**src/rtl/ex_muldiv.sv**
```systemverilog
`default_nettype none
// ============================================================================
// Module   : ex_muldiv
// Brief    : Iterative RV32M multiply/divide unit for the EX stage. One
//            shift-add or restoring-divide step per clock on operand
//            magnitudes, with signs restored when the result is produced.
//            Divide-by-zero and signed overflow finish in a single cycle.
// Revision : 1.0 - initial release
// ============================================================================
module ex_muldiv (
  input  logic        clk_i,
  input  logic        rst_i,
  input  logic        start_i,
  input  logic [2:0]  funct3_i,
  input  logic [31:0] rs1_data_i,
  input  logic [31:0] rs2_data_i,
  input  logic [4:0]  rd_addr_i,
  input  logic        flush_i,
  output logic        stall_o,
  output logic        done_o,
  output logic [31:0] result_o,
  output logic [4:0]  rd_addr_o,
  output logic        RegWrite_o
);

  typedef enum logic [1:0] {
    S_IDLE = 2'd0,
    S_BUSY = 2'd1,
    S_DONE = 2'd2
  } state_t;

  state_t      state_q, state_d;
  logic [4:0]  cnt_q, cnt_d;
  logic [2:0]  op_q, op_d;
  logic [4:0]  rd_q, rd_d;
  logic [31:0] hi_q, hi_d;       // product high half / partial remainder
  logic [31:0] lo_q, lo_d;       // multiplier bits / dividend-quotient bits
  logic [31:0] opb_q, opb_d;     // multiplicand magnitude / divisor magnitude
  logic        neg_res_q, neg_res_d;
  logic        neg_rem_q, neg_rem_d;
  logic [31:0] result_q, result_d;
  logic [4:0]  rd_out_q, rd_out_d;

  // Entry decode: signedness, magnitudes and single-cycle special cases
  logic        a_signed, b_signed;
  logic        a_neg, b_neg;
  logic [31:0] a_mag, b_mag;
  logic        div_by_zero, div_ovf, special;
  logic [31:0] special_res;

  always_comb begin
    a_signed    = (funct3_i == 3'b001) || (funct3_i == 3'b010) ||
                  (funct3_i == 3'b100) || (funct3_i == 3'b110);
    b_signed    = (funct3_i == 3'b001) || (funct3_i == 3'b100) ||
                  (funct3_i == 3'b110);
    a_neg       = a_signed & rs1_data_i[31];
    b_neg       = b_signed & rs2_data_i[31];
    a_mag       = a_neg ? (32'd0 - rs1_data_i) : rs1_data_i;
    b_mag       = b_neg ? (32'd0 - rs2_data_i) : rs2_data_i;
    div_by_zero = funct3_i[2] && (rs2_data_i == 32'd0);
    div_ovf     = funct3_i[2] && !funct3_i[0] &&
                  (rs1_data_i == 32'h8000_0000) && (rs2_data_i == 32'hFFFF_FFFF);
    special     = div_by_zero || div_ovf;
    if (div_by_zero) begin
      special_res = funct3_i[1] ? rs1_data_i : 32'hFFFF_FFFF;
    end else begin
      special_res = funct3_i[1] ? 32'd0 : 32'h8000_0000;
    end
  end

  // One datapath iteration: shift-add multiply or restoring divide step
  logic [32:0] mul_sum;
  logic [32:0] div_shift;
  logic        div_ge;
  logic [31:0] div_sub;
  logic [31:0] hi_step, lo_step;

  always_comb begin
    mul_sum   = {1'b0, hi_q} + (lo_q[0] ? {1'b0, opb_q} : 33'd0);
    div_shift = {hi_q, lo_q[31]};
    div_ge    = div_shift >= {1'b0, opb_q};
    // True difference is below the divisor, so it always fits in 32 bits.
    div_sub   = div_shift[31:0] - opb_q;
    if (op_q[2]) begin
      hi_step = div_ge ? div_sub : div_shift[31:0];
      lo_step = {lo_q[30:0], div_ge};
    end else begin
      hi_step = mul_sum[32:1];
      lo_step = {mul_sum[0], lo_q[31:1]};
    end
  end

  // Sign fix-up and result selection applied to the final iteration's value
  logic [63:0] prod_s;
  logic [31:0] quo_s, rem_s;
  logic [31:0] final_res;

  always_comb begin
    prod_s = neg_res_q ? (64'd0 - {hi_step, lo_step}) : {hi_step, lo_step};
    quo_s  = neg_res_q ? (32'd0 - lo_step) : lo_step;
    rem_s  = neg_rem_q ? (32'd0 - hi_step) : hi_step;
    if (op_q[2]) begin
      final_res = op_q[1] ? rem_s : quo_s;
    end else begin
      final_res = (op_q[1:0] == 2'b00) ? prod_s[31:0] : prod_s[63:32];
    end
  end

  // Next-state, datapath load/step and handshake outputs
  always_comb begin
    state_d   = state_q;
    cnt_d     = cnt_q;
    op_d      = op_q;
    rd_d      = rd_q;
    hi_d      = hi_q;
    lo_d      = lo_q;
    opb_d     = opb_q;
    neg_res_d = neg_res_q;
    neg_rem_d = neg_rem_q;
    result_d  = result_q;
    rd_out_d  = rd_out_q;
    stall_o   = 1'b0;
    done_o    = 1'b0;
    case (state_q)
      S_IDLE: begin
        if (start_i && !flush_i) begin
          stall_o   = 1'b1;
          op_d      = funct3_i;
          rd_d      = rd_addr_i;
          cnt_d     = 5'd0;
          hi_d      = 32'd0;
          neg_res_d = a_neg ^ b_neg;
          neg_rem_d = a_neg;
          // Divide iterates over the dividend; multiply over the multiplier.
          lo_d      = funct3_i[2] ? a_mag : b_mag;
          opb_d     = funct3_i[2] ? b_mag : a_mag;
          if (special) begin
            state_d  = S_DONE;
            result_d = special_res;
            rd_out_d = rd_addr_i;
          end else begin
            state_d  = S_BUSY;
          end
        end
      end
      S_BUSY: begin
        stall_o = 1'b1;
        if (flush_i) begin
          state_d = S_IDLE;
        end else begin
          hi_d  = hi_step;
          lo_d  = lo_step;
          cnt_d = cnt_q + 5'd1;
          if (cnt_q == 5'd31) begin
            state_d  = S_DONE;
            result_d = final_res;
            rd_out_d = rd_q;
          end
        end
      end
      S_DONE: begin
        // The pipeline advances this cycle; a flush cancels the write-back.
        done_o  = !flush_i;
        state_d = S_IDLE;
      end
      default: begin
        state_d = S_IDLE;
      end
    endcase
  end

  // State and datapath registers with asynchronous reset
  always_ff @(posedge clk_i or posedge rst_i) begin
    if (rst_i) begin
      state_q   <= S_IDLE;
      cnt_q     <= 5'd0;
      op_q      <= 3'd0;
      rd_q      <= 5'd0;
      hi_q      <= 32'd0;
      lo_q      <= 32'd0;
      opb_q     <= 32'd0;
      neg_res_q <= 1'b0;
      neg_rem_q <= 1'b0;
      result_q  <= 32'd0;
      rd_out_q  <= 5'd0;
    end else begin
      state_q   <= state_d;
      cnt_q     <= cnt_d;
      op_q      <= op_d;
      rd_q      <= rd_d;
      hi_q      <= hi_d;
      lo_q      <= lo_d;
      opb_q     <= opb_d;
      neg_res_q <= neg_res_d;
      neg_rem_q <= neg_rem_d;
      result_q  <= result_d;
      rd_out_q  <= rd_out_d;
    end
  end

  // Registered result fields are presented directly to write-back
  always_comb begin
    result_o   = result_q;
    rd_addr_o  = rd_out_q;
    RegWrite_o = done_o;
  end

endmodule
`default_nettype wire

```
**config.mk**
```make
export PLATFORM = sky130hd
export DESIGN_NAME = ex_muldiv
export DESIGN_NICKNAME = d
export VERILOG_FILES = /design/src/rtl/ex_muldiv.sv
export SDC_FILE = /design/constraint.sdc
export NUM_CORES = 1
export LEC_CHECK = 0
export ABC_AREA = 1
export BUFFER_PORTS_ARGS = -buffer_cell sky130_fd_sc_hd__buf_2
export CAP_MARGIN = 20
export CORE_ASPECT_RATIO = 1.5
export CORE_UTILIZATION = 40
export CTS_CLUSTER_DIAMETER = 200
export DETAILED_ROUTE_END_ITERATION = 12
export PLACE_DENSITY = 0.57
export SYNTH_ARGS = -nofsm -noshare
export SYNTH_HDL_FRONTEND = slang
export SYNTH_SLANG_ARGS = --single-unit
export TNS_END_PERCENT = 10
```
**constraint.sdc**
```tcl
create_clock -name clk_i -period 5.5 [get_ports clk_i]
set_clock_uncertainty 0.1 [all_clocks]
set_input_delay 1.1 -clock clk_i [delete_from_list [all_inputs] [get_ports clk_i]]
set_output_delay 1.1 -clock clk_i [all_outputs]
set_load 0.01 [all_outputs]
```
==> results of run 1 <==
[area by class of cell]
class	count	area, µm²
well taps	588	736
clock inverters	14	138
inverters	432	1630
clock buffers	18	429
fillers	5045	25500
multi-input cells	2438	12700
flip-flops and latches	150	3760
repair buffers	170	1000
[Yosys cell counts, types with 9 or more instances]
library cell    n  share of area
o21ai_1        25         0.0067
or2_2          13         0.0044
nor2_4         14         0.0085
o21bai_1       12         0.0048
nand3_2        22          0.012
nand4_2         9         0.0060
o221ai_1       17         0.0080
inv_2          19         0.0038
dfrtp_1       150           0.20
nand3b_1       16         0.0065
nand3_1       260          0.070
clkbuf_1       62          0.012
nand2_1       927           0.19
nor3_1         29         0.0078
o22ai_1         9         0.0030
a21oi_2        15         0.0071
nor2_1        310          0.063
buf_2          19         0.0051
xor2_1         92          0.043
nor2_2         38          0.013
o211ai_1       34          0.014
a31oi_1        11         0.0037
buf_1          15         0.0030
o21ai_0       196          0.053
nand2_2        29         0.0097
inv_1         409          0.082
buf_6           9         0.0054
xnor2_1         9         0.0042
nor3_2          9         0.0048
nand4_1        50          0.017
a21oi_1       152          0.041
a22oi_1        10         0.0040
ha_1           71          0.048
[metal layers]
layer  wire length [µm]  track usage  part of all wire
met5                  0            0                 0
met4              12300        0.445              0.13
met3               6610       0.0619             0.067
met2              46000        0.690              0.47
met1              33600        0.437              0.34
[per-stage QoR]
step	std cells	hold WS [ps]	setup slack [ps]
global route	3810	407	352
floorplan	3133	342	264
detailed placement	3778	363	867
global placement	3778	356	892
CTS	3810	381	843
finish	3810	380	510
[flip-flops by register name, indices dropped and copies added, names as in the netlist]
signal,flops
state_q,2
cnt_q,5
neg_rem_q,1
op_q,3
rd_q,5
rd_addr_o,5
lo_q,32
result_o,32
neg_res_q,1
hi_q,32
opb_q,32
[final timing paths]
path,startpoint,end,slack [ps],cells after the start
setup reg to reg,lo_q[0],result_o[27],510,24
max in group asynchronous,rst_i,opb_q[26],3500,3
hold / removal,rd_q[2],rd_q[2],380,2
min in group asynchronous,rst_i,cnt_q[1],680,2
setup / recovery,lo_q[0],result_o[27],510,24
hold reg to reg,rd_q[2],rd_q[2],380,2
[cells by family (layout without fill, tap and decap cells)]
family	after synthesis	in the layout	synth area share
mux	2	2	0.00108
compound gates	504	504	0.155
xor+xnor	101	101	0.0475
simple gates	1758	1758	0.428
buf+inv	545	634	0.116
fa+ha+maj	73	73	0.0499
flops	150	150	0.202
[tightest hold or removal path, delay by kind of cell, from the launching register on]
family	cells	cell delay, ps
AND/OR/NAND/NOR	2	100
flip-flops	1	350
==> flow_summary.yaml, run 1 <==
grt:
  grt_start_max_net_pins: 88
  grt_pass1_vias: 21391
  grt_overflow_total: 0
  track_usage: 0.419
  antenna_found_initial: 0
  grt_pass1_wl_um: 142000
yosys:
  async_reset_ff_frac: 1.00
  synth_area_per_cell_um2: 5.94
  syn-instance-count: 3133
  yosys_warnings: 0
  ys_seq_elements: 150
  synth_nets: 3282
  synth.distinct_cells: 55
  synth_ff_type: "dfrtp_1"
  synthesis.area_um2: 18600
  yosysSeqAreaShare: 0.202
  synth_enable_flop_cells: 0
clock_network:
  cts_max_level: 4
  cts_tree: "yes"
  clkTransAtPathRegs_ps: 70
  clock_path_buffers: 2
  clk_latency_ps: 460
  cts_sinks: 150
  cts_resized: 0
  clockRootBuffer: "clkbuf_16"
  post_cts_buffers: 0
  cts_buffers: 17
  cts_hold_buffers: 0
placement:
  post-dp-hpwl_um: 80100
  dpl-instance-area_um2: 19800
  place.port_buffers: 115
  place.gp.congestion: 1.10
route:
  detail-route-antenna-nets: 0
  drt_iter0_markers: 2642
  drt_drc_violations_left: 0
  avgRoutedWirePerCell_um: 25.9
  drt_wl_total_um: 98600
  routed-via-count: 22276
  firstDrtPassIters: 6
  drt-vias-per-instance: 5.85
worst_setup_path:
  cp.required_ps: 5740
  path_class: "reg2reg"
  cp-end-kind: "register"
  crit_chain: "buf_4 -> nand2_1 -> inv_1 -> ha_1 -> a21oi_1 -> o21ai_0 -> a21oi_1 -> nor2_1 -> nor2_1 -> nand3_1 -> nand3_1 -> nand3_1 -> nor2_1 -> nand2_1 -> nor2_1 -> nand2_1 -> nand2_1 -> nand2_1 -> nand2_1 -> nand3_1 -> nand3_1 -> nand3_1 -> nand2_1 -> nand2_1"
  cp.buffers_inverters: 2
  cp_max_fo: 28
  cpMostUsedCell: "nand2_1"
  slowest_stage: "a21oi_1"
  worstSetupStartpointType: "register"
  crit_path_max_incr_delay_ps: 810
  path_delay_family: "simple AND/OR/NAND/NOR gates"
  cp.arrival_ps: 5230
timing:
  slew_violations: 0
  tightest_slew_ps: 1090
  hold_viol_final: 0
  fmax_mhz: 200
  finalSetupViolCount: 0
  slew_headroom: 0.268
  tns_ps: 0
  rsz0062_at_grt: "false"
  period_needed_ps: 4990
  min_period_over_period: 0.907
die:
  floorplan.initialDensity: 0.406
  die_x_um: 178
  core_area_um2: 45900
  die_height_um: 266
  dieArea_um2: 47400
  fp-row-count: 96
  ioPinCount: 116
flow_run:
  drv_cap: 0
cells_and_area:
  syn2layout_area_growth_pct: 9.58
  layout_common_cells: "nand2_1, inv_1, nor2_1"
  num-nets-final: 3358
  final_util: 0.445
  drive_gt1_frac: 0.126
  layout_commonest_cell: "nand2_1"
  final_area_um2: 20400
  n_antenna_cell: 0
min_path:
  hold_path_class: "reg2reg"
status:
  status: "finished, final reports clean"
Power of run 1 is left out: the tool's default activity adds up to more than one toggle a clock period on the data nets, which glitch-free logic cannot reach.
==> inputs of run 2 (changes only) <==
Settings changed: CELL_PAD_IN_SITES_DETAIL_PLACEMENT set to 1, CELL_PAD_IN_SITES_GLOBAL_PLACEMENT set to 2, CORE_UTILIZATION 40 to 30, PLACE_DENSITY 0.57 to 0.76.
==> flow_summary.yaml, run 2 (synthesis results as in run 1) <==
clock_network:
  clk_latency_ps: 490
  cts_tree: "yes"
  clockRootBuffer: "clkbuf_16"
  clock_path_buffers: 2
  cts_max_level: 4
  clkTransAtPathRegs_ps: 70
  cts_resized: 0
  cts_sinks: 150
  cts_hold_buffers: 0
  post_cts_buffers: 0
  cts_buffers: 17
min_path:
  hold_path_class: "reg2reg"
  holdCritStartpoint: "rd_q[1]"
grt:
  grt_start_max_net_pins: 73
  grt_overflow_total: 0
  grt_pass1_vias: 23433
  track_usage: 0.351
  grt_pass1_wl_um: 158000
  antenna_found_initial: 4
timing:
  period_needed_ps: 5160
  tightest_slew_ps: 961
  min_period_over_period: 0.939
  fmax_mhz: 194
  hold_viol_final: 0
  tns_ps: 0
  finalSetupViolCount: 0
  slew_violations: 0
  slew_headroom: 0.359
  rsz0062_at_grt: "false"
worst_setup_path:
  worstSetupStartpointType: "register"
  crit_path_max_incr_delay_ps: 520
  cp_max_fo: 7
  cp-end-kind: "register"
  cpMostUsedCell: "nand2_1"
  crit_start: "opb_q[6]"
  cp.required_ps: 5810
  cp.arrival_ps: 5480
  path_class: "reg2reg"
  slowest_stage: "dfrtp_1"
  reg2reg_from: "opb_q[6]"
placement:
  post-dp-hpwl_um: 91900
  dpl-instance-area_um2: 20100
  place.port_buffers: 115
  place.gp.congestion: 1.04
route:
  drt_drc_violations_left: 0
  detail-route-antenna-nets: 0
  drt_wl_total_um: 110000
  avgRoutedWirePerCell_um: 27.4
  drt_iter0_markers: 1406
  drt-vias-per-instance: 5.50
  routed-via-count: 22100
  firstDrtPassIters: 5
die:
  dieArea_um2: 63100
  ioPinCount: 116
  fp-row-count: 111
  die_x_um: 205
  core_area_um2: 61200
  die_height_um: 307
  floorplan.initialDensity: 0.304
cells_and_area:
  layout_commonest_cell: "nand2_1"
  final_area_um2: 20700
  drive_gt1_frac: 0.127
  syn2layout_area_growth_pct: 11.3
  num-nets-final: 3364
  final_util: 0.338
  num-fill-cells: 8201
  layout_common_cells: "nand2_1, inv_1, nor2_1"
status:
  status: "finished, final reports clean"
flow_run:
  drv_cap: 0
[run 2: cell types whose count changed in the layout (fill, tap and decap cells not counted), sizes merged]
cell      change
clkinvlp      +2
inv           +3
buf           +6
diode         +1
clkinv        -6
bufinv        +1
[run 2: stage by stage]
stage	setup WS, ps	hold WS, ps	instances
global route	18.4	408	4019
CTS	457	381	4018
detailed placement	469	363	3986
floorplan	264	342	3133
global placement	611	354	3986
finish	337	382	4020
[run 2: layout make-up]
class,count,area [µm²],share of cell area
Multi-Input combinational cell,2438,12700,0.613
Sequential cell,150,3760,0.181
Inverter,432,1630,0.0785
Timing Repair Buffer,176,1040,0.0503
Tap cell,791,990,0.0477
Clock buffer,18,429,0.0207
Clock inverter,14,163,0.00785
Antenna cell,1,2.50,0.000121
[run 2: final timing paths]
check | endpoint | slack [ps] | depth (start not counted)
min in group asynchronous | result_o[21] | 630 | 2
max in group asynchronous | cnt_q[3] | 3720 | 3
setup reg to reg | result_o[24] | 340 | 34
hold / removal | rd_q[1] | 380 | 2
hold reg to reg | rd_q[1] | 380 | 2
setup / recovery | result_o[24] | 340 | 34
[run 2: routing by layer]
metal	vias up	wire length [µm]	track usage
li1	10272	-	-
met1	10832	39400	0.359
met2	705	56000	0.636
met3	285	4410	0.0432
met4	6	10100	0.286
met5	-	36	0
[run 2: critical path: cells and delay by family (launching register included)]
kind | cells | cell delay, ps
flops | 1 | 520
buf+inv | 4 | 360
compound gates | 1 | 150
fa+ha+maj | 2 | 570
simple gates | 27 | 3390
Power of run 2 is left out for the same reason.
